[src/rtl/joy_serializer_tx.sv]
// joy_serializer_tx: shifts both players' latched 12-bit controls onto JOY_DATA, one bit per synchronised JOY_CLK rise.
module joy_serializer_tx #(
  parameter int SYNC_STAGES = 2,
  parameter int LEAD_CLKS = 1,
  parameter int FRAME_BITS = 24
) (
  input  logic        CLK12,
  input  logic        I_RESET,
  input  logic        JOY_CLK,
  input  logic        JOY_LOAD,
  input  logic [11:0] joystick1,
  input  logic [11:0] joystick2,
  output logic        JOY_DATA,
  output logic        frame_done,
  output logic [4:0]  bit_idx
);
  typedef enum logic [1:0] {LOAD, LEAD, SHIFT, DONE} state_t;
  state_t state, state_n;
  logic [SYNC_STAGES-1:0] clk_sy, load_sy;
  logic clk_h, load_h, clk_rise, load_lo, load_rel;
  logic [23:0] sr, sr_n, frame;
  logic [4:0] lead, lead_n, lead_inc, idx_n;
  logic data_n, done_n;
  assign frame = {joystick1[7], joystick1[9], joystick1[11], joystick1[10],
                  joystick2[7], joystick2[9], joystick2[11], joystick2[10],
                  joystick2[0], joystick2[1], joystick2[2], joystick2[3],
                  joystick2[4], joystick2[5], joystick2[6], joystick2[8],
                  joystick1[0], joystick1[1], joystick1[2], joystick1[3],
                  joystick1[4], joystick1[5], joystick1[6], joystick1[8]};
  assign clk_rise = clk_sy[SYNC_STAGES-1] & ~clk_h;
  assign load_lo  = ~load_sy[SYNC_STAGES-1];
  // leaving LOAD needs a real release edge, so reset alone never starts a frame
  assign load_rel = load_sy[SYNC_STAGES-1] & ~load_h;
  assign lead_inc = (lead == 5'd31) ? lead : lead + 5'd1;
  always_ff @(posedge CLK12) begin
    if (I_RESET) begin
      clk_sy     <= '0;
      clk_h      <= 1'b0;
      load_sy    <= '1;
      load_h     <= 1'b1;
      state      <= LOAD;
      sr         <= '1;
      lead       <= '0;
      JOY_DATA   <= 1'b1;
      frame_done <= 1'b0;
      bit_idx    <= 5'd31;
    end else begin
      clk_sy     <= {clk_sy[SYNC_STAGES-2:0], JOY_CLK};
      clk_h      <= clk_sy[SYNC_STAGES-1];
      load_sy    <= {load_sy[SYNC_STAGES-2:0], JOY_LOAD};
      load_h     <= load_sy[SYNC_STAGES-1];
      state      <= state_n;
      sr         <= sr_n;
      lead       <= lead_n;
      JOY_DATA   <= data_n;
      frame_done <= done_n;
      bit_idx    <= idx_n;
    end
  end
  always_comb begin
    state_n = state;
    sr_n    = sr;
    lead_n  = lead;
    idx_n   = bit_idx;
    data_n  = JOY_DATA;
    done_n  = 1'b0;
    if (load_lo) begin
      state_n = LOAD;
      sr_n    = frame;
      lead_n  = '0;
      idx_n   = 5'd31;
      data_n  = 1'b1;
    end else begin
      case (state)
        LOAD: if (load_rel) begin
          lead_n = '0;
          if (LEAD_CLKS == 0) begin
            state_n = SHIFT;
            idx_n   = '0;
            data_n  = sr[0];
          end else state_n = LEAD;
        end
        LEAD: if (clk_rise) begin
          lead_n = lead_inc;
          if (lead_inc >= 5'(LEAD_CLKS)) begin
            state_n = SHIFT;
            idx_n   = '0;
            data_n  = sr[0];
          end
        end
        SHIFT: if (clk_rise) begin
          if (bit_idx == 5'(FRAME_BITS-1)) begin
            state_n = DONE;
            done_n  = 1'b1;
            idx_n   = 5'd31;
            data_n  = 1'b1;
            sr_n    = '1;
          end else begin
            sr_n   = {1'b1, sr[23:1]};
            idx_n  = bit_idx + 5'd1;
            data_n = sr[1];
          end
        end
        default: ;
      endcase
    end
  end
endmodule

[config.mk]
export PLATFORM = sky130hd
export DESIGN_NAME = joy_serializer_tx
export DESIGN_NICKNAME = d
export VERILOG_FILES = /design/src/rtl/joy_serializer_tx.sv
export SDC_FILE = /design/constraint.sdc
export NUM_CORES = 1
export LEC_CHECK = 0
export BUFFER_PORTS_ARGS = -buffer_cell sky130_fd_sc_hd__buf_4
export CORE_ASPECT_RATIO = 0.6
export CORE_MARGIN = 10
export CORE_UTILIZATION = 60
export DETAILED_ROUTE_END_ITERATION = 7
export HOLD_SLACK_MARGIN = 0.15
export PLACE_DENSITY = 0.84
export SYNTH_ARGS = -nofsm -noshare
export SYNTH_HDL_FRONTEND = slang
export SYNTH_SLANG_ARGS = --single-unit
[constraint.sdc]
create_clock -name CLK12 -period 4.4 [get_ports CLK12]
set_input_delay 0.44 -clock CLK12 [delete_from_list [all_inputs] [get_ports CLK12]]
set_output_delay 0.44 -clock CLK12 [all_outputs]
set_load 0.005 [all_outputs]
# Word-level counts from Yosys, hierarchy flattened
# Cells that the tools add are included.
[op_classes] magnitude_cmp=1 addsub=2 muxes=25 bitwise_logic=7 n_eq_ne=11 reduce_logical=10
[op_table] cell="24-bit two-way mux" n=3
[op_table] cell="5-bit two-way mux" n=7
[op_table] cell="23-bit two-way mux" n=1
[op_table] cell="5-bit one-hot mux with 2 select lines" n=2
[op_table] cell="5-bit by 1-bit adder with 5-bit output, second input constant" n=2
[op_table] cell="5-bit == test, second input constant" n=2
[op_table] cell="2-bit two-way mux" n=5
[op_table] cell="2-bit != test, second input constant" n=5
[op_table] cell="2-bit one-hot mux with 3 select lines" n=1
[op_table] cell="6-bit AND reduction" n=1
[op_table] cell="5-bit by 1-bit >= comparator with 1-bit output, second input constant" n=1
[op_table] cell="1-bit two-way mux" n=5
[op_table] cell="1-bit NOT" n=5
[op_table] cell="2-bit by 1-bit != test with 1-bit output, second input constant" n=2
[op_table] cell="4-bit AND reduction" n=1
[op_table] cell="2-bit nonzero test" n=2
[op_table] cell="4-bit OR reduction" n=1
[op_table] cell="3-bit AND reduction" n=1
[op_table] cell="3-bit nonzero test" n=1
[op_table] cell="1-bit AND" n=2
[op_table] cell="2-bit by 1-bit == test with 1-bit output, second input constant" n=1
[op_table] cell="2-bit == test, second input constant" n=1
[op_table] cell="2-bit logical NOT" n=1
[op_table] cell="1-bit one-hot mux with 2 select lines" n=1
[op_table] cell="2 further kinds" n=2
[totals] elab_cells=66 out_inout_bits=7 input_bits=28 register_bits=44

# Longest topological paths before layout
[depth] word_depth=6 depth_mapped=8 ltp_nobuf=7

# Worst setup path before layout
# OpenSTA, ideal clock, no wires.
[synth_path] path_type="reg-to-reg" start="reg lead[0]" end="reg bit_idx[4]" setup_ps=120 stages_incl_launch_ff=7 required_ps=4280 synth_period_minus_slack_ps=1863 path_buffers=0 slack_ps=2537 arrival_ps=1744 cell_sequence="dfxtp_1 ha_1 or2_4 a2111oi_4 nand3_2 nor4bb_1 a211o_1"
[synth_between] elab_chain_cells=5 word_cells_on_any_way=6 cone_classes="1 x add/sub; 1 x order compare; 2 x eq/ne; 1 x mux; 1 x reduce/logical"
[synth_lines] item="start, declared" line_no="22" source="logic [4:0] lead, lead_n, lead_inc, idx_n;"
[synth_lines] item="start signal, assigned" line_no="54" source="lead <= lead_n;"
[synth_lines] item="5-bit by 1-bit adder with 5-bit output or 5-bit == test (tied branches)" line_no="34" source="assign lead_inc = (lead == 5'd31) ? lead : lead + 5'd1;"
[synth_lines] item="5-bit two-way mux *" line_no="34"
[synth_lines] item="5-bit by 1-bit >= comparator with 1-bit output *" line_no="85" source="if (lead_inc >= 5'(LEAD_CLKS)) begin"
[synth_lines] item="2-bit != test (no line) *"
[synth_lines] item="4-bit AND reduction (no line) *"
[synth_lines] item="end signal, assigned" line_no="57" source="bit_idx <= idx_n;"
[synth_lines] item="end, declared" line_no="15" source="output logic [4:0] bit_idx"
# Mark *: on every way between the ends. The rest lies on a longest branch, timed or not.
# A chain may end at the register's enable or synchronous reset.

# Worst setup path after layout
[layout_path] start="reg state[0]" end="reg sr[9]"
[layout_between] elab_chain_cells=3
[layout_lines] item="start, declared" line_no="18" source="state_t state, state_n;"
[layout_lines] item="start signal, assigned" line_no="52" source="state <= state_n;"
[layout_lines] item="2-bit == test" line_no="74" source="case (state)"
[layout_lines] item="2-bit by 1-bit != test with 1-bit output (no line)"
[layout_lines] item="2-bit AND reduction (no line)"
[layout_lines] item="end signal, assigned" line_no="53" source="sr <= sr_n;"
[layout_lines] item="end, declared" line_no="21" source="logic [23:0] sr, sr_n, frame;"
# No other way between the ends.

==> results by group <==
Placement
  – Pre-CTS setup slack: 2.15 ns
  – Detailed Place HPWL: 3.32 mm
  – Post-Place Cells: 295
  – Port buffer count: 34
  – RePlAce Congestion: 0.888

Timing
  – Final Hold Viols: 0
  – Final WS setup: 2.12 ns
  – Final min period: 2.28 ns
  – Slew at the pin with the worst max-slew slack: 0.677 ns
  – Setup Viol. Count Final: 0
  – Final period util: 51.9%
  – Final Max Tran Viols: 0
  – Post-Route Setup TNS: 0 ns
  – Rel. slew slack: 54.8%
  – RSZ-0062 raised after global routing: false
  – Fmax: 0.438 GHz
  – Skew final: 0.00683 ns

Final layout
  – Area of the multi-input gates: 1180 um2
  – Area grow syn2layout: 17.1%
  – Antenna cell count: 0
  – Layout fillers: 242
  – Commonest non-fill, non-tap cell in the layout: dfxtp_1
  – Post-layout utilization of the core: 74.9%
  – Non-Filler Instances: 302
  – Commonest non-fill, non-tap cells in the layout: dfxtp_1 (44), buf_4 (36), nand3b_1 (25), nand2b_1 (25), o221ai_1 (22)
  – Register cell area after layout: 881 um2
  – NumNets Final: 293
  – Layout cells sized above 1: 22.2%

Die
  – Die Ht: 66.2 um
  – DIE WIDTH: 97.1 um
  – Die area: 6430 um2
  – Core box area: 3340 um2
  – IO Pins: 35
  – FP Rows: 16
  – Initial Util: 64.0%

Synthesis
  – Cell count after synthesis: 229
  – Synthesized area: 2140 um2
  – Yosys top cell area share: 41.2%
  – Synth Register Bits: 44
  – Post-synth cell types: 39
  – Yosys Warn Count: 0
  – Syn Nets: 265
  – Cell taking the most area after synthesis: dfxtp_1
  – Largest cells by area after synthesis: dfxtp_1 (41%), o221ai_1 (9.0%), nand3b_1 (8.8%), nand2b_1 (7.3%), ha_1 (4.7%)
  – Syn avg cell area: 9.34 um2
  – Post-synthesis sequential area ratio: 41.2%

Worst hold path
  – Worst hold-check path type: in2reg

Routing
  – Antenna-violating nets left: 0
  – DRC: 0
  – Via count: 1,752
  – DR iter-0 viols: 125
  – Per-cell routed wire length: 15.2 um
  – Via density per instance: 5.80
  – DR pass1 iterations: 4
  – Routed WL: 4.60 mm

CTS
  – CTS clock-pin slew for the worst setup and hold paths: 0.07 ns
  – Clk buf depth: 2
  – Post-CTS Resized: 0
  – Hold_buf cts: 0
  – Clk sinks: 44
  – Clk Latency, worst-skew pair: 0.29 ns
  – Setup bufs post-CTS: 0
  – CTS root buf: clkbuf_8
  – CTS tree: yes
  – Total CTS buffers: 5
  – CTS H-tree lvls: 2

Global route
  – First-pass GRT wire length: 7.82 mm
  – Grt total ovfl: 0
  – Largest net degree at the start of global routing: 52
  – Initial antenna violation count: 0
  – Overall routing resource usage: 14.5%
  – Vias in the first global route: 1,643

Worst setup path
  – CP startpoint kind: flop
  – Worst Path Required: 4.57 ns
  – CP peak stage delay: 0.48 ns
  – Critical Path Fanout Max: 29
  – Critical path class: reg2reg
  – Slowest stage cell, crit path: nand2_1
  – Cell Chain, Critical Path: inv_1 > ha_1 > and2_1 > buf_4 > nand2_1 > o221ai_1 > nand3b_1
  – CP arrival: 2.45 ns
  – CP endpoint kind: flop

Pwr
  – P_leak: 0.968 nW
  – Peak supply drop: 239 uV
  – P per Cell Area: 313 nW/um2

Status
  – Status: complete, no violations

Run
  – MaxCap Viol Count: 0
-- metrics by stage --
| step | power (W) | instance area, um2 | hold slack, ns |
|---|---|---|---|
| 3_5_place_dp | 0.000526 | 2410 | 0.413 |
| 2_1_floorplan | 0.000492 | 2140 | 0.389 |
| 6_report | 0.000784 | 2500 | 0.333 |
| 3_3_place_gp | 0.000523 | 2410 | 0.391 |
| 5_1_grt | 0.000812 | 2500 | 0.329 |
| 4_1_cts | 0.000789 | 2500 | 0.326 |
-- cell type report --
cell class | instances | area share (%)
inverters | 6 | 0.900
multi-input cells | 164 | 47.0
well taps | 45 | 2.25
flip-flops and latches | 44 | 35.2
repair buffers | 36 | 10.8
clock buffers | 7 | 3.85
-- kinds of logic after synthesis --
group | share of synthesized area, %
simple gates | 28.7
mux | 0.995
buf+inv | 3.74
fa+ha+maj | 4.68
compound gates | 20.3
flops | 41.2
xor+xnor | 0.410
-- sequential cells by signal, indices dropped and copies added (netlist names) --
signal      flops
sr             24
bit_idx         5
lead            5
clk_sy          2
load_sy         2
state           2
JOY_DATA        1
clk_h           1
frame_done      1
load_h          1
-- synthesized netlist by cell type (all sizes together) --
cell type	number
a2111oi	1
a211o	2
a211oi	3
a21o	2
a21oi	13
a221oi	1
a22o	1
a2bb2oi	1
a31oi	3
a41o	1
and2	1
and3	4
and4b	1
buf	3
clkbuf	12
dfxtp	44
ha	8
inv	6
mux2	1
mux2i	1
nand2	9
nand2b	25
nand3	7
nand3b	25
nand4	3
nor2	7
nor2b	6
nor3	5
nor4bb	1
o21ai	4
o221ai	22
or2	5
xor2	1
-- power breakdown --
part / internal [W] / leakage (nW) / switching [W]
Combinational: 0.0000497 / 0.557 / 0.0000412
Sequential: 0.000415 / 0.360 / 0.0000112
Clock: 0.000140 / 0.0503 / 0.000128
Total: 0.000604 / 0.968 / 0.000180
-- routing by layer --
| metal | global-route usage (%) | share of wire (%) | up-vias |
|---|---|---|---|
| li1 | - | - | 897 |
| met3 | 4.91 | 6.8 | 4 |
| met4 | 4.03 | 0.67 | 0 |
| met1 | 19.9 | 53 | 806 |
| met2 | 20.8 | 40 | 45 |
| met5 | 0 | 0 | - |
-- worst paths after layout --
| check | start | endpoint | depth (start not counted) | slack (ns) |
|---|---|---|---|---|
| worst max-delay path | state[0] | sr[9] | 7 | 2.12 |
| worst min-delay path | JOY_LOAD | load_sy[0] | 2 | 0.33 |
| worst max register to register | state[0] | sr[9] | 7 | 2.12 |
| worst min register to register | load_sy[0] | load_sy[1] | 1 | 0.43 |
-- critical path: cells and delay by family, from the launching register on --
family | cells | cell delay, ns
AO/OA/AOI/OAI | 1 | 0.36
AND/OR/NAND/NOR | 3 | 0.77
buffers and inverters | 2 | 0.38
flip-flops | 1 | 0.36
adder cells (fa/ha/maj) | 1 | 0.30
No activity file was read; power rests on OpenSTA's default activity.
